File: src/rtl/pattern_sequencer_if.sv
// Control/table-write and pattern-output bundle for pattern_sequencer.
// The master side drives the controls and writes; the slave side (the sequencer) drives the pattern outputs.
interface pattern_sequencer_if #(
  parameter int WIDTH   = 4,
  parameter int DEPTH   = 8,
  parameter int DWELL_W = 8
);
  localparam int AW = $clog2(DEPTH);

  logic               wr_en;
  logic [AW-1:0]      wr_addr;
  logic [WIDTH-1:0]   wr_data;
  logic [DWELL_W-1:0] wr_dwell;
  logic [AW:0]        len;
  logic               loop;
  logic               start;
  logic               abort;
  logic [WIDTH-1:0]   pat_out;
  logic               pat_valid;
  logic [AW-1:0]      idx;
  logic               busy;
  logic               done;

  modport master (
    output wr_en, wr_addr, wr_data, wr_dwell, len, loop, start, abort,
    input  pat_out, pat_valid, idx, busy, done
  );

  modport slave (
    input  wr_en, wr_addr, wr_data, wr_dwell, len, loop, start, abort,
    output pat_out, pat_valid, idx, busy, done
  );
endinterface

File: src/rtl/pattern_sequencer.sv
// Plays a table of patterns, each held for dwell+1 cycles; the first entry appears one cycle after start.
// No backpressure: output is free-running while busy, and the table is write-locked during playback.
module pattern_sequencer #(
  parameter int WIDTH      = 4,
  parameter int DEPTH      = 8,
  parameter int DWELL_W    = 8,
  parameter int IDLE_VALUE = 0
) (
  input  logic                i_clk,
  input  logic                i_rst_n,
  pattern_sequencer_if.slave  io_seq
);
  localparam int AW = $clog2(DEPTH);
  localparam logic [AW:0]      LEN_MAX  = (AW+1)'(DEPTH);
  localparam logic [WIDTH-1:0] IDLE_PAT = WIDTH'(IDLE_VALUE);

  typedef enum logic {S_IDLE, S_PLAY} state_t;

  state_t             r_state;
  state_t             w_next;
  logic [WIDTH-1:0]   r_pat_mem   [DEPTH];
  logic [DWELL_W-1:0] r_dwell_mem [DEPTH];
  logic [WIDTH-1:0]   r_pat;
  logic [AW-1:0]      r_idx;
  logic [DWELL_W-1:0] r_cnt;
  logic [AW:0]        r_len;
  logic               r_loop;
  logic               r_done;

  logic               w_start;
  logic               w_cnt_zero;
  logic               w_last;
  logic [AW:0]        w_len_clamp;
  logic [AW-1:0]      w_idx_nxt;

  assign w_start     = io_seq.start && !io_seq.abort && (io_seq.len != '0);
  assign w_len_clamp = (io_seq.len > LEN_MAX) ? LEN_MAX : io_seq.len;
  assign w_cnt_zero  = (r_cnt == '0);
  assign w_last      = ({1'b0, r_idx} == (r_len - 1'b1));
  assign w_idx_nxt   = w_last ? '0 : (r_idx + 1'b1);

  always_ff @(posedge i_clk) begin
    if (io_seq.wr_en && (r_state == S_IDLE)) begin
      r_pat_mem[io_seq.wr_addr]   <= io_seq.wr_data;
      r_dwell_mem[io_seq.wr_addr] <= io_seq.wr_dwell;
    end
  end

  always_ff @(posedge i_clk or negedge i_rst_n) begin
    if (!i_rst_n) begin
      r_state <= S_IDLE;
    end else begin
      r_state <= w_next;
    end
  end

  always_comb begin
    w_next = r_state;
    case (r_state)
      S_IDLE:  if (w_start) w_next = S_PLAY;
      S_PLAY:  if (io_seq.abort || (w_cnt_zero && w_last && !r_loop)) w_next = S_IDLE;
      default: w_next = S_IDLE;
    endcase
  end

  // Abort freezes pattern and index in place; only the FSM leaves PLAY.
  always_ff @(posedge i_clk or negedge i_rst_n) begin
    if (!i_rst_n) begin
      r_pat  <= IDLE_PAT;
      r_idx  <= '0;
      r_cnt  <= '0;
      r_len  <= '0;
      r_loop <= 1'b0;
      r_done <= 1'b0;
    end else begin
      r_done <= 1'b0;
      if (r_state == S_IDLE) begin
        if (w_start) begin
          r_idx  <= '0;
          r_pat  <= r_pat_mem[0];
          r_cnt  <= r_dwell_mem[0];
          r_len  <= w_len_clamp;
          r_loop <= io_seq.loop;
        end
      end else if (!io_seq.abort) begin
        if (!w_cnt_zero) begin
          r_cnt <= r_cnt - 1'b1;
        end else if (!w_last || r_loop) begin
          r_idx <= w_idx_nxt;
          r_pat <= r_pat_mem[w_idx_nxt];
          r_cnt <= r_dwell_mem[w_idx_nxt];
        end else begin
          r_done <= 1'b1;
        end
      end
    end
  end

  always_comb begin
    io_seq.pat_out   = r_pat;
    io_seq.idx       = r_idx;
    io_seq.busy      = (r_state == S_PLAY);
    io_seq.pat_valid = (r_state == S_PLAY);
    io_seq.done      = r_done;
  end
endmodule
File: src/flat_wrapper.sv
// flat-port wrapper written by rule: the top's interface ports become plain ports
module pattern_sequencer_flat 
#(
  parameter int WIDTH      = 4,
  parameter int DEPTH      = 8,
  parameter int DWELL_W    = 8,
  parameter int IDLE_VALUE = 0
)
  (i_clk, i_rst_n, io_seq_wr_en, io_seq_wr_addr, io_seq_wr_data, io_seq_wr_dwell, io_seq_len, io_seq_loop, io_seq_start, io_seq_abort, io_seq_pat_out, io_seq_pat_valid, io_seq_idx, io_seq_busy, io_seq_done);
  pattern_sequencer_if #(.WIDTH(WIDTH), .DEPTH(DEPTH), .DWELL_W(DWELL_W)) io_seq_i ();
  input  logic i_clk;
  input  logic i_rst_n;
  input wire logic [$bits(io_seq_i.wr_en)-1:0] io_seq_wr_en;
  input wire logic [$bits(io_seq_i.wr_addr)-1:0] io_seq_wr_addr;
  input wire logic [$bits(io_seq_i.wr_data)-1:0] io_seq_wr_data;
  input wire logic [$bits(io_seq_i.wr_dwell)-1:0] io_seq_wr_dwell;
  input wire logic [$bits(io_seq_i.len)-1:0] io_seq_len;
  input wire logic [$bits(io_seq_i.loop)-1:0] io_seq_loop;
  input wire logic [$bits(io_seq_i.start)-1:0] io_seq_start;
  input wire logic [$bits(io_seq_i.abort)-1:0] io_seq_abort;
  output wire logic [$bits(io_seq_i.pat_out)-1:0] io_seq_pat_out;
  output wire logic [$bits(io_seq_i.pat_valid)-1:0] io_seq_pat_valid;
  output wire logic [$bits(io_seq_i.idx)-1:0] io_seq_idx;
  output wire logic [$bits(io_seq_i.busy)-1:0] io_seq_busy;
  output wire logic [$bits(io_seq_i.done)-1:0] io_seq_done;
  assign io_seq_i.wr_en = io_seq_wr_en;
  assign io_seq_i.wr_addr = io_seq_wr_addr;
  assign io_seq_i.wr_data = io_seq_wr_data;
  assign io_seq_i.wr_dwell = io_seq_wr_dwell;
  assign io_seq_i.len = io_seq_len;
  assign io_seq_i.loop = io_seq_loop;
  assign io_seq_i.start = io_seq_start;
  assign io_seq_i.abort = io_seq_abort;
  assign io_seq_pat_out = io_seq_i.pat_out;
  assign io_seq_pat_valid = io_seq_i.pat_valid;
  assign io_seq_idx = io_seq_i.idx;
  assign io_seq_busy = io_seq_i.busy;
  assign io_seq_done = io_seq_i.done;
  pattern_sequencer #(.WIDTH(WIDTH), .DEPTH(DEPTH), .DWELL_W(DWELL_W), .IDLE_VALUE(IDLE_VALUE)) u_core (.i_clk(i_clk), .i_rst_n(i_rst_n), .io_seq(io_seq_i));
endmodule
File: config.mk
export PLATFORM = sky130hd
export DESIGN_NAME = pattern_sequencer_flat
export DESIGN_NICKNAME = d
export VERILOG_FILES = /design/src/rtl/pattern_sequencer_if.sv /design/src/rtl/pattern_sequencer.sv /design/src/flat_wrapper.sv
export SDC_FILE = /design/constraint.sdc
export NUM_CORES = 1
export LEC_CHECK = 0
export CORE_MARGIN = 8
export CORE_UTILIZATION = 53
export DETAILED_ROUTE_END_ITERATION = 6
export PLACE_DENSITY = 0.74
export SETUP_SLACK_MARGIN = 0.4
export SYNTH_ARGS = -nofsm -noshare
export SYNTH_HDL_FRONTEND = slang
export SYNTH_SLANG_ARGS = --single-unit
File: constraint.sdc
create_clock -name i_clk -period 2.5 [get_ports i_clk]
set_input_delay 0.5 -clock i_clk [delete_from_list [all_inputs] [get_ports i_clk]]
set_output_delay 0.5 -clock i_clk [all_outputs]
set_load 0.02 [all_outputs]
== Word-level counts from Yosys, hierarchy flattened ==
Memories as Yosys holds them, arrays and structs flattened.
Index checks and enable logic that the tools add are counted.
Storage, ports and cells
  bits of input ports: 25
  logic and storage cells: 61
  output and inout bits: 10
  flip-flop bits (word level): 22
  memory bits (writable): 96
  memories: 2
Memories
  u_core.r_dwell_mem: depth 8, width 8, rd ports 2, clocked after memory_dff 0, write ports 1, RTL line pattern_sequencer.sv:22  | logic [DWELL_W-1:0] r_dwell_mem [DEPTH];
  u_core.r_pat_mem: depth 8, width 4, rd ports 2, clocked after memory_dff 0, write ports 1, RTL line pattern_sequencer.sv:21  | logic [WIDTH-1:0] r_pat_mem [DEPTH];
Cells by class
  $lt $le $gt $ge: 1
  muxes and demuxes: 26
  $add $sub $neg: 3
  reduce and logical (&&, ||, !) cells: 16
  equal/unequal tests: 5
  bitwise logic cells: 1
Operators with widths (number)
  $mux 8: 5
  $mux 4: 6
  $mux 3: 6
  $logic_not 8->1: 1
  $mux 1: 8
  $sub 8x1->8 const B: 1
  $ne 2x2->1 const B: 3
  $logic_and 1x1->1: 5
  $eq 3x4->1: 1
  $gt 4x4->1 const B: 1
  $reduce_and 4->1: 1
  $reduce_bool 4->1: 1
  $sub 4x1->4 const B: 1
  $add 3x1->3 const B: 1
  $logic_not 1->1: 3
  $ne 3x3->1 const B: 1
  $reduce_and 3->1: 1
  $logic_or 1x1->1: 2
  $pmux 1 s2: 1
  $reduce_and 2->1: 1
  $reduce_bool 2->1: 1
  $not 1->1: 1

== Logic depth before layout (Yosys ltp) ==
Gate-level depths: netlist of the first run.
  word-level depth: 8
  mapped depth: 10

== Least setup slack after synthesis of the first run ==
Ideal clock, no wire load.
  path kind: register to register
  from: register u_core.r_state, in the netlist u_core.io_seq.busy
  to: memory u_core.r_dwell_mem[0][0] (enable)
  stages on the path, launching flop included: 5
  path buffers: 3
  library setup time: 0.413 ns
  data required time: 2.087 ns
  path slack: -0.270 ns
  arrival: 2.356 ns
  cell sequence: dfrtp_1 > clkbuf_1 > clkbuf_1 > clkbuf_1 > nor4_1
On the way
  cells in the longest elaborated chain, start to end: 4
RTL lines
  from (decl): RTL line pattern_sequencer.sv:19  | state_t r_state;
  from (signal assigned): RTL line pattern_sequencer.sv:53  | r_state <= w_next;
  $not 1->1 (no line)
  $logic_and 1x1->1: RTL line pattern_sequencer.sv:43  | if (io_seq.wr_en && (r_state == S_IDLE)) begin
  $mux 1: RTL line pattern_sequencer.sv:43
  $mux 1 (implied by the code): RTL line pattern_sequencer.sv:45  | r_dwell_mem[io_seq.wr_addr] <= io_seq.wr_dwell;
  to (decl): RTL line pattern_sequencer.sv:22
Every way passes these cells.

== Worst setup path in the final report of the first run ==
  from: register u_core.r_cnt[3]
  to: register u_core.r_cnt[0]
On the way
  cells in the longest elaborated chain, start to end: 4
RTL lines
  from (decl): RTL line pattern_sequencer.sv:25  | logic [DWELL_W-1:0] r_cnt;
  from (signal assigned): RTL line pattern_sequencer.sv:81  | r_cnt <= r_dwell_mem[0];
  from (signal assigned): RTL line pattern_sequencer.sv:87  | r_cnt <= r_cnt - 1'b1;
  from (signal assigned): RTL line pattern_sequencer.sv:91  | r_cnt <= r_dwell_mem[w_idx_nxt];
  $logic_not 8->1 *: RTL line pattern_sequencer.sv:38  | assign w_cnt_zero = (r_cnt == '0);
  $mux 8: RTL line pattern_sequencer.sv:86  | if (!w_cnt_zero) begin
  $mux 8: RTL line pattern_sequencer.sv:85  | end else if (!io_seq.abort) begin
  $mux 8: RTL line pattern_sequencer.sv:77  | if (r_state == S_IDLE) begin
Mark *: on every way between the ends. The rest lies on a longest branch, timed or not. The select of a mux whose other input is x is not followed.
A chain may end at the register's enable or synchronous reset.

==> run metrics, run 1 <==
Synth area leaders=edfxtp_1 53%, dfrtp_1 10%, mux4_2 4.6%; Post-Place Cell Area=6218 um^2; proportion of netlist area held by the largest area contributor=52.97%; sequential power share=35.1%; Worst-Margin Slew=631.2 ps; net count after synthesis=432; Fin. Hold Viols=0; Comb power frac=29.7%; Post-synth EDFFs=96; CTS Buf Count=17; vias in the first global route=3846; Post-Layout Cell Count=636; core area=10140 um^2; initial antenna violation count=0; Worst Skew=6.994 ps; DR WL/cell=19.65 um; final instance area=7151 um^2; RSZ-0062 raised after global routing=true; post-route setup slack=166.0 ps; HP Class=in2async; GRT Overall Usage=18.08%; die width=117.3 um; Syn Area/Cell=13.51 um^2; Congestion Overflow GR=0; final hold slack=354.3 ps; Port Buffer Count=34; Final min period=2334 ps; number of fill cells=639; vias after detailed routing=3845; critical path data required time=2890 ps; most frequent cells in the layout=96 x edfxtp_1, 41 x buf_4, 33 x nand2_1, 29 x clkdlybuf4s50_1, 20 x dfrtp_1; r2r worst-path depth=6; root buf cell=clkbuf_8; Max Slew Vio Count=0; fmax=428.4 MHz; clk slew on worst S/H paths=60 ps; H-tree depth=4; Slew headroom=57.76%; std cell rows=37; Iteration-0 DRC Markers=261; ys async rst share=18.64%; Most used DFF post-synth=edfxtp_1; Routability Congestion=0.8607; Final ANT Viol Nets=0; Vias per Instance=6.046; TNS Setup=0 ps; area delta synth->final=31.38%; Initial Util=53.68%; CTS tree=built; Peak VDD IR=0.0005761 V; Seq/Total Area, Yosys=63.08%; most common cell after layout, fill and taps aside=edfxtp_1; Cells after DPL=587; Ports=35; Critical Path Fanout Max=4; clock share of power=35.2%; # diodes=0; clock sink total=118; Mapped Area=5443 um^2; crit end category=register; largest net degree at the start of global routing=47; Clock Path Buffers=2; Max Cap Violations=0; # nets final=517; global-route wire length before repair=20.00 mm; worst slack, placed=10.19 ps; Skew-Pair Late Insertion Delay=500 ps; Post-Syn Instances=403; fin crit share=93.36%; NetSw=2.083 mW; result of the run=complete, no violations; proportion of layout cells with a drive suffix above 1=29.40%; total power=6.808 mW; Remaining DRCs=0; switch share=30.60%; drt pass-1 iters=4; Internal Power=4.725 mW; overall routed net length=12.50 mm; DIE HEIGHT=117.3 um; final HPWL from detailed placement=8.016 mm; cell accounting for the most synthesized area=edfxtp_1; die area=13770 um^2; critical path class=reg2reg; CP startpoint kind=register; Finish-stage setup viols=0; P per Cell Area=952.1 nW/um^2; flop2flop setup slack=170 ps; Ys Warns=0; register bit total from synthesis=118; cell leakage power=2.542 nW; synth unique cells=57; Arr. time, crit path=2720 ps; final core utilization=70.53%
-- area by class of cell --
class | instances | area (um^2) | share of cell area, %
Sequential cell | 118 | 3436 | 48.05
Multi-Input combinational cell | 252 | 2071 | 28.96
Timing Repair Buffer | 88 | 840.8 | 11.76
Clock buffer | 17 | 414.1 | 5.792
Clock inverter | 14 | 177.7 | 2.485
Tap cell | 136 | 170.2 | 2.380
Inverter | 11 | 41.29 | 0.5774
-- cell usage after synthesis, types with 2 or more instances --
cell       number
a2111oi_4       2
a21oi_1        13
a221o_1         2
a22oi_1         2
a2bb2oi_1       4
a31oi_1        10
a32oi_1         2
buf_1           2
buf_2           8
clkbuf_1       11
dfrtp_1        22
edfxtp_1       96
ha_1            4
inv_1          10
mux2_2          6
mux2i_1        16
mux4_2         11
nand2_1        34
nand2b_1        3
nand3_1         6
nand3b_1        3
nand4_1         2
nor2_1         24
nor2b_1         4
nor3_1         11
nor4_1          5
o2111ai_1       3
o211a_1         5
o211ai_1        7
o21a_1          2
o21ai_0        22
o21ai_2         2
o221ai_1        5
o22a_1          2
o22ai_1         7
o311ai_0        2
o31ai_1         5
or3_1           3
xnor2_1         2
xor2_1          6
-- timing repair --
action,in CTS,in global routing
setup endpoints to repair,20,20
gates cloned,1,1
pin swaps,10,12
gates resized for setup,19,37
hold buffers,0,0
buffers inserted,14,2
-- cell families after synthesis --
logic type / after synthesis / share of synthesized area, %
buffers and inverters: 33 / 2.529
xor gates and xnor gates: 8 / 1.287
adders and majority gates: 4 / 0.9196
AOI/OAI and AO/OA: 107 / 14.64
muxes: 33 / 8.736
DFF: 118 / 63.08
and+or+nand+nor: 100 / 8.805
-- layer usage --
layer / track usage [%] / vias to the layer above / wire length (um)
li1: - / 1767 / -
met1: 22.86 / 1914 / 5410
met2: 29.94 / 145 / 6248
met3: 3.453 / 19 / 607
met4: 7.299 / 0 / 229
met5: 0 / - / 0
-- registers in the layout, summed over array words and instances (netlist names) --
name                   flops
u_core.r_loop              1
u_core.r_cnt               8
u_core.io_seq.done         1
u_core.r_dwell_mem        64
u_core.io_seq.busy         1
u_core.r_pat_mem          32
u_core.r_len               4
u_core.io_seq.idx          3
u_core.io_seq.pat_out      4
-- power by group through the flow --
stage          Clock [mW]  Combinational (mW)  Sequential, mW
6_report             2.40                2.02            2.39
3_3_place_gp            0                1.71            2.40
5_1_grt              2.52                2.18            2.41
3_5_place_dp            0                1.75            2.41
4_1_cts              2.44                1.86            2.37
2_1_floorplan           0                1.16            2.43
-- critical path: stages (launching register included) --
cell,delay (ps)
dfrtp_1,380
or4_4,540
or3_4,440
a2111oi_4,320
o21ai_2,160
buf_4,170
o211a_1,200
-- final timing paths --
check,from,endpoint
min in group i_clk,io_seq_loop,u_core.r_loop
worst min-delay path,i_rst_n,u_core.r_cnt[5]
worst max-delay path,u_core.r_cnt[3],u_core.r_cnt[0]
worst max register to register,u_core.r_cnt[3],u_core.r_cnt[0]
worst min register to register,u_core.r_len[3],u_core.r_len[3]
max in group asynchronous,i_rst_n,u_core.io_seq.idx[0]
Power figures use the tool's default switching activity.
==> inputs of run 2 (changes only) <==
--- a/config.mk
+++ b/config.mk
@@ -5,10 +5,12 @@
 export SDC_FILE = /design/constraint.sdc
 export NUM_CORES = 1
 export LEC_CHECK = 0
+export CAP_MARGIN = 20
 export CORE_MARGIN = 8
 export CORE_UTILIZATION = 53
 export DETAILED_ROUTE_END_ITERATION = 6
-export PLACE_DENSITY = 0.74
+export PLACE_DENSITY = 0.76
+export REMOVE_ABC_BUFFERS = 1
 export SETUP_SLACK_MARGIN = 0.4
 export SYNTH_ARGS = -nofsm -noshare
 export SYNTH_HDL_FRONTEND = slang
==> run 2 against run 1 <==
Against the previous run: critical endpoint unchanged; hold slack worse by 12 ps; setup slack better by 74 ps; utilization up 0.12 points; first-iteration DRC count up 74%; via count up 4.9%; critical path depth up 4.
==> run metrics, run 2 (same netlist as run 1, synthesis figures left out) <==
CTS Buf Count=17; root buf cell=clkbuf_8; cell chain of the critical path=inv_2 -> ha_4 -> xor2_2 -> or3_4 -> buf_6 -> a21o_4 -> buf_4 -> nand2_1 -> o2111ai_2 -> o211a_1; Initial Util=53.68%; die width=117.3 um; HP Class=in2async; Peak VDD IR=0.0007131 V; P per Cell Area=973.6 nW/um^2; routed wl met2=6.930 mm; post-route setup slack=240.4 ps; area delta synth->final=31.61%; most frequent cells in the layout=96 x edfxtp_1, 41 x buf_4, 33 x nand2_1, 29 x clkdlybuf4s50_1; Biggest register=u_core.r_dwell_mem; H-tree depth=4; std cell rows=37; fin crit share=90.39%; DIE HEIGHT=117.3 um; die area=13770 um^2; Finish-stage setup viols=0; global-route wire length before repair=22.09 mm; drt pass-1 iters=5; met1 wire length=5.555 mm; largest net degree at the start of global routing=47; vias in the first global route=4084; worst slack, placed=-2.285 ps; Max Cap Violations=0; Post-Place Cell Area=6223 um^2; cell leakage power=2.553 nW; Worst-Margin Slew=444.6 ps; final core utilization=70.65%; clk slew on worst S/H paths=60 ps; Iteration-0 DRC Markers=453; proportion of layout cells with a drive suffix above 1=29.68%; fmax=442.5 MHz; Max stage delay cell, worst path=or3_4; CP max stage delay=420 ps; # nets final=518; crit end category=register; Slew headroom=70.33%; Final min period=2260 ps; critical path data required time=2910 ps; met3 wire length=1.055 mm; RSZ-0062 raised after global routing=true; overall routed net length=14.08 mm; DR WL/cell=22.07 um; Max Slew Vio Count=0; Port Buffer Count=34; max FFs per register=64; critical path class=reg2reg; # hold bufs at CTS=0; Routability Congestion=0.8519; CTS tree=built; max layer used=met4; core area=10140 um^2; clock sink total=118; Cells after DPL=591; Ports=35; Critical Path Fanout Max=5; result of the run=complete, no violations; # diodes=0; initial antenna violation count=0; Congestion Overflow GR=0; Skew-Pair Late Insertion Delay=520 ps; Remaining DRCs=0; vias after detailed routing=4035; most common cell after layout, fill and taps aside=edfxtp_1; Post-Layout Cell Count=638; final HPWL from detailed placement=8.670 mm; final instance area=7163 um^2; Fin. Hold Viols=0; Final ANT Viol Nets=0; Arr. time, crit path=2670 ps; top flop regs=u_core.r_dwell_mem x64, u_core.r_pat_mem x32, u_core.r_cnt x8; GRT Overall Usage=20.53%; Worst Skew=5.510 ps; Vias per Instance=6.324; CP startpoint kind=register; number of fill cells=599; Clock Path Buffers=2
## run 2: path summary, 6_finish.rpt
kind,slack (ps),from,endpoint,cells after the start
worst max-delay path,240,u_core.r_len[1],u_core.r_cnt[0],10
worst min register to register,540,u_core.r_len[3],u_core.r_len[3],2
worst min-delay path,340,i_rst_n,u_core.r_cnt[1],2
worst max register to register,240,u_core.r_len[1],u_core.r_cnt[0],10
min in group i_clk,540,u_core.r_len[3],u_core.r_len[3],2
max in group asynchronous,1900,i_rst_n,u_core.io_seq.idx[0],2
## run 2: through the flow
| step | hold slack [ps] | setup TNS (ps) | power [mW] |
|---|---|---|---|
| after CTS | 331.0 | 0 | 6.825 |
| final | 342.2 | 0 | 6.974 |
| after global routing | 349.7 | 0 | 7.257 |
| after global placement | 504.6 | 0 | 4.127 |
| after detailed placement | 504.4 | -2.285 | 4.176 |
| after floorplan | 204.4 | -16910 | 3.508 |
## run 2: timing repair
action	in CTS	in global routing
endpoints found under the setup margin	20	19
pin swaps	13	17
buffers inserted	12	2
gates cloned	0	1
resized for setup	26	25
## run 2: worst max-delay path, delay by kind of cell, from the launching register on
kind / cells / cell delay, ps
compound gates: 3 / 540
xor+xnor: 1 / 150
flops: 1 / 380
fa+ha+maj: 1 / 160
simple gates: 2 / 540
buf+inv: 3 / 360
## run 2: layout make-up
type | instances | area [um^2] | share of cell area [%]
multi-input cells | 252 | 2061 | 28.77
clock inverters | 15 | 202.7 | 2.830
inverters | 11 | 41.29 | 0.5764
repair buffers | 89 | 839.6 | 11.72
clock buffers | 17 | 414.1 | 5.782
well taps | 136 | 170.2 | 2.376
flip-flops and latches | 118 | 3435 | 47.95
## run 2: per-layer routing
layer  vias up  global-route usage [%]
met5         -                       0
met4         0                   10.87
li1       1771                       -
met2       220                   33.12
met1      1997                   24.78
met3        47                   5.420
## run 2: where the power goes
part | internal, mW | switching [mW] | total [mW]
sequential | 2.26 | 0.121 | 2.38
clock | 1.62 | 0.874 | 2.50
combinational | 0.933 | 1.17 | 2.10
total | 4.81 | 2.16 | 6.97
==> edit 1: new RTL, settings of run 2 <==
Reset style: synchronous (`i_rst_n`), changed in 2 clocked blocks.
--- a/src/rtl/pattern_sequencer.sv
+++ b/src/rtl/pattern_sequencer.sv
@@ -47,5 +47,5 @@
   end
 
-  always_ff @(posedge i_clk or negedge i_rst_n) begin
+  always_ff @(posedge i_clk) begin
     if (!i_rst_n) begin
       r_state <= S_IDLE;
@@ -65,5 +65,5 @@
 
   // Abort freezes pattern and index in place; only the FSM leaves PLAY.
-  always_ff @(posedge i_clk or negedge i_rst_n) begin
+  always_ff @(posedge i_clk) begin
     if (!i_rst_n) begin
       r_pat  <= IDLE_PAT;
Function: differs if i_rst_n is asserted again (counterexample within 4 cycles, from zero or initial values and one cycle with i_rst_n low); with i_rst_n held inactive, the same outputs for 4 cycles.
==> edit 1 against run 2 <==
Global-route usage is 3.1 points higher. Area after synthesis is 1.1% lower. Die area is 0.95% lower. Critical path type unchanged. Setup slack worse by 0.13 ns. Clock skew is 0.0014 ns higher. Sequential cell count stayed put. Final area is 3.2% higher. Highest routed layer unchanged. Routed wire length is 14% higher. Count of clock-buffer cells in the layout stayed put. Cell count is 11% higher.
Power is not compared: it rests on default switching activity, and its combinational part moved more than twofold at a synthesized area within 25%.
==> edit 1: results (changes against run 2) <==
synthesis:
  synth_xor_area_share_pct: 2.510  # +1.2 points
  seq_area_frac_synth_pct: 61.74  # -1.3 points
  synth_compound_area_share_pct: 15.99  # +1.3 points
  synth_cell_type_count: 63  # +11%
  synthAdderAreaFrac_pct: 0.9298  # +0.010 points
  synthMuxAreaShare_pct: 3.301  # -5.4 points
  avgSynthCellArea_um2: 11.93  # -12%
  async_flop_share_pct: 0  # -19 points
  synthTopCellsByArea: "edfxtp_1 54%, dfxtp_1 8.2%, nand2_1 3.5%"
placement:
  dpl.hpwl_um: 9275  # +7.0%
  placed_cells: 646  # +9.3%
  dpl-instance-area_um2: 6215  # -0.14%
  dpl_worst_slack_ns: -0.1154  # -0.1131 ns
setup_path:
  worstPathArrival_ns: 2.77  # +0.10 ns
  crit_slowest_cell: "dfxtp_2"
  reg2reg_depth: 12  # +2
  slowest_delay_ns: 0.34  # -0.08 ns
  r2r_slack_ns: 0.11  # -0.13 ns
  crit_fanout: 6  # +1
  cpLargestDelayFamily: "buffers and inverters"
final_layout:
  fin_nets: 590  # +14%
  fillCellCount: 618  # +3.2%
  fin_cells: 706  # +11%
global_route:
  grt_usage_pct: 23.63  # +3.1 points
  grt_pass1_wl_um: 24090  # +9.1%
  grt_max_degree: 34  # -28%
cts:
  cts_resized: 61  # +130%
  post_cts_buffers: 15  # +3
route:
  num_vias: 4499  # +11%
  initialDrtViolationCount: 495  # +9.3%
timing:
  fmax_mhz: 419.0  # -5.3%
  whs_ns: 0.4913  # +0.1491 ns
run_status:
  status: "finished, final reports clean"
min_path:
  min_path_type: "reg -> reg"
floorplan:
  fp.dieW_um: 116.8  # -0.48%
## edit 1: cell types whose count changed in the layout (fill, tap and decap cells not counted), sizes merged, moves of 6 or more
cell	run 2	this run
buf	54	78
dfrtp	22	0
dfxtp	0	22
nor2	24	42
nand2	34	50
a21oi	14	27
mux4	11	1
o21ai	24	15
inv	12	18
o221ai	5	11
## edit 1: per-layer routing
layer  vias up  track usage (%)  wire, um  part of all wire [%]
li1       1948                -         -                     -
met4         0            10.41       600                   3.7
met3        63            6.721      1442                   9.0
met2       284            39.45      7866                    49
met1      2204            27.94      6114                    38
met5         -                0         0                     0
## edit 1: path summary, 6_finish.rpt
kind	startpoint	to
setup / recovery	u_core.r_len[1]$_SDFFE_PN0P_	u_core.r_cnt[1]$_SDFFE_PN0P_
hold / removal	u_core.r_loop$_SDFFE_PN0P_	u_core.io_seq.done$_SDFF_PP0_
setup reg to reg	u_core.r_len[1]$_SDFFE_PN0P_	u_core.r_cnt[1]$_SDFFE_PN0P_
hold reg to reg	u_core.r_loop$_SDFFE_PN0P_	u_core.io_seq.done$_SDFF_PP0_
## edit 1: layout make-up
| type | instances | area, um^2 | share of cell area [%] |
|---|---|---|---|
| Clock buffer | 17 | 414.1 | 5.601 |
| Tap cell | 133 | 166.4 | 2.250 |
| Multi-Input combinational cell | 297 | 2270 | 30.69 |
| Sequential cell | 118 | 3328 | 45.01 |
| Inverter | 15 | 56.30 | 0.7614 |
| Timing Repair Buffer | 112 | 1008 | 13.64 |
| Clock inverter | 14 | 151.4 | 2.047 |
## edit 1: power by group through the flow
stage	Combinational, W	Clock (W)	Sequential (W)
floorplan	0.000239	0	0.00226
global placement	0.000458	0	0.00225
detailed placement	0.000471	0	0.00225
CTS	0.000541	0.00232	0.00221
global route	0.000638	0.00243	0.00222
finish	0.000601	0.00233	0.00222
==> edit 2: new RTL, flow settings as in run 2 <==
Without the edit above. `WIDTH` is set to 4 in 3 places; all go to 6.
--- a/src/rtl/pattern_sequencer_if.sv
+++ b/src/rtl/pattern_sequencer_if.sv
@@ -2,5 +2,5 @@
 // The master side drives the controls and writes; the slave side (the sequencer) drives the pattern outputs.
 interface pattern_sequencer_if #(
-  parameter int WIDTH   = 4,
+  parameter int WIDTH   = 6,
   parameter int DEPTH   = 8,
   parameter int DWELL_W = 8
--- a/src/rtl/pattern_sequencer.sv
+++ b/src/rtl/pattern_sequencer.sv
@@ -2,5 +2,5 @@
 // No backpressure: output is free-running while busy, and the table is write-locked during playback.
 module pattern_sequencer #(
-  parameter int WIDTH      = 4,
+  parameter int WIDTH      = 6,
   parameter int DEPTH      = 8,
   parameter int DWELL_W    = 8,
--- a/src/flat_wrapper.sv
+++ b/src/flat_wrapper.sv
@@ -2,5 +2,5 @@
 module pattern_sequencer_flat 
 #(
-  parameter int WIDTH      = 4,
+  parameter int WIDTH      = 6,
   parameter int DEPTH      = 8,
   parameter int DWELL_W    = 8,
Interface: changed (resized io_seq_pat_out and io_seq_wr_data); port bits go from 35 to 39. The function was not compared with the original's and may differ.
==> edit 2 against run 2 <==
Critical endpoint is now u_core.io_seq.idx[2]$_DFFE_PN0P_. Largest power group is now registers. Count of clock-buffer cells in the layout is 2 higher. Routed wire length is 16% higher. Utilization up 1.4 points. Clock skew is 0.0055 ns higher. Setup slack lost 0.042 ns. Total power down 0.37%. Sequential cell count increased by 18. Final area grew 14%. Area after synthesis rose by 13%.
==> edit 2: results (changes against run 2) <==
synthesis:
  synthTopCellsByArea: "edfxtp_1 55%, dfrtp_1 9.7%, mux2i_1 4.9%"
  synth_edf_count: 112  # +17%
  synth_cell_type_count: 61  # +7.0%
  async_flop_share_pct: 17.65  # -1.0 points
  seq_area_frac_synth_pct: 64.26  # +1.2 points
  ys_top_cells_by_count: "112 x edfxtp_1, 44 x nor2_1, 30 x mux2i_1, 28 x a21oi_1, 24 x dfrtp_1"
  yosys_warnings: 0  # unchanged
  netlist_instances: 453  # +12%
global_route:
  met2_usage_pct: 34.92  # +1.8 points
  grt_usage_pct: 21.14  # +0.61 points
  grt_pass1_wl_um: 23870  # +8.1%
  grt_util_met3_pct: 5.621  # +0.20 points
  grt_max_degree: 42  # -11%
  grt_use_met1_pct: 25.28  # +0.50 points
timing:
  whs_ns: 0.4578  # +0.1157 ns
  slew_headroom_pct: 65.13  # -5.2 points
placement:
  dpl.hpwl_um: 9105  # +5.0%
  placed_cells: 655  # +11%
  gp_congestion: 0.9320  # +9.4%
  dpl_worst_slack_ns: -0.09337  # -0.09109 ns
  numPortBuffers: 38  # +12%
  dpl-instance-area_um2: 7024  # +13%
final_layout:
  top_regs: "u_core.r_dwell_mem (64), u_core.r_pat_mem (48), u_core.r_cnt (8)"
  layout-drive-gt1-share_pct: 31.64  # +2.0 points
  fin_nets: 590  # +14%
  regArea_um2: 3965  # +15%
  fillCellCount: 663  # +11%
power:
  p_per_area_nw_per_um2: 848.4  # -13%
  p_seq_share_pct: 38.7  # +4.6 points
  cellLeakagePower_nw: 2.934  # +15%
  vdd_drop_max_mv: 0.5870  # -18%
  swShare_pct: 30.62  # -0.36 points
  p_comb_w: 0.00193  # -8%
cts:
  htreeDepth: 4  # unchanged
  cts_resized: 49  # +88%
  post_cts_buffers: 19  # +7
  clk_latency_ns: 0.41  # -0.11 ns
  cts-root-buf: "clkbuf_16"
setup_path:
  worstPathArrival_ns: 2.60  # -0.07 ns
  r2r-end: "u_core.io_seq.idx[2]$_DFFE_PN0P_"
  r2r_slack_ns: 0.20  # -0.04 ns
  crit_slowest_cell: "or4_4"
  reg2reg_depth: 8  # -2
  crit_fanout: 8  # +3
  slowest_delay_ns: 0.56  # +0.14 ns
route:
  vias_per_cell: 6.199  # -2.0%
  wl_met1_um: 6201  # +12%
  wl_met3_um: 1386  # +31%
  wl_met2_um: 8130  # +17%
  wl_per_cell_um: 22.82  # +3.4%
  num_vias: 4432  # +9.8%
  initialDrtViolationCount: 405  # -11%
run_status:
  status: "finished, final reports clean"
==> edit 2: changes by cell type after synthesis, sizes merged, moves of 6 or more <==
cell | run 2 | this run
nor2b | 4 | 11
nand3 | 6 | 12
a21oi | 14 | 31
mux2i | 16 | 30
nor2 | 24 | 46
edfxtp | 96 | 112
nand2 | 34 | 24
==> edit 2: final cells by class <==
cell class                 instances  area share, %
clock buffer                      19          5.286
clock inverter                    13          1.512
inverter                          11         0.5041
multi-input combinational        284          29.29
sequential                       136          48.41
tap                              143          2.185
timing repair buffer             109          12.82
==> edit 2: worst max-delay path by stage <==
stage	startpoint	endpoint	slack (ns)	cells past startpoint
after floorplan	u_core.io_seq.idx[0]$_DFFE_PN0P_	u_core.r_cnt[2]$_DFFE_PN0P_	-1.47	6
after global placement	io_seq_len[1]	u_core.r_cnt[6]$_DFFE_PN0P_	-0.05	7
after detailed placement	io_seq_len[1]	u_core.r_cnt[7]$_DFFE_PN0P_	-0.09	7
after CTS	u_core.r_len[0]$_DFFE_PN0P_	u_core.io_seq.idx[1]$_DFFE_PN0P_	0.20	9
after global routing	u_core.r_len[1]$_DFFE_PN0P_	u_core.io_seq.pat_out[4]$_DFFE_PN0P_	0.15	10
final	u_core.r_len[1]$_DFFE_PN0P_	u_core.io_seq.idx[2]$_DFFE_PN0P_	0.20	8
==> edit 2: logic make-up (layout without fill, tap and decap cells) <==
group / count (synthesis) / in the layout / synth area share (%)
DFF: 136 / 136 / 64.26
and+or+nand+nor: 125 / 125 / 10.61
AOI/OAI and AO/OA: 107 / 107 / 12.23
muxes: 41 / 41 / 8.337
buffers and inverters: 33 / 152 / 2.495
xor gates and xnor gates: 7 / 7 / 1.258
adders and majority gates: 4 / 4 / 0.8114
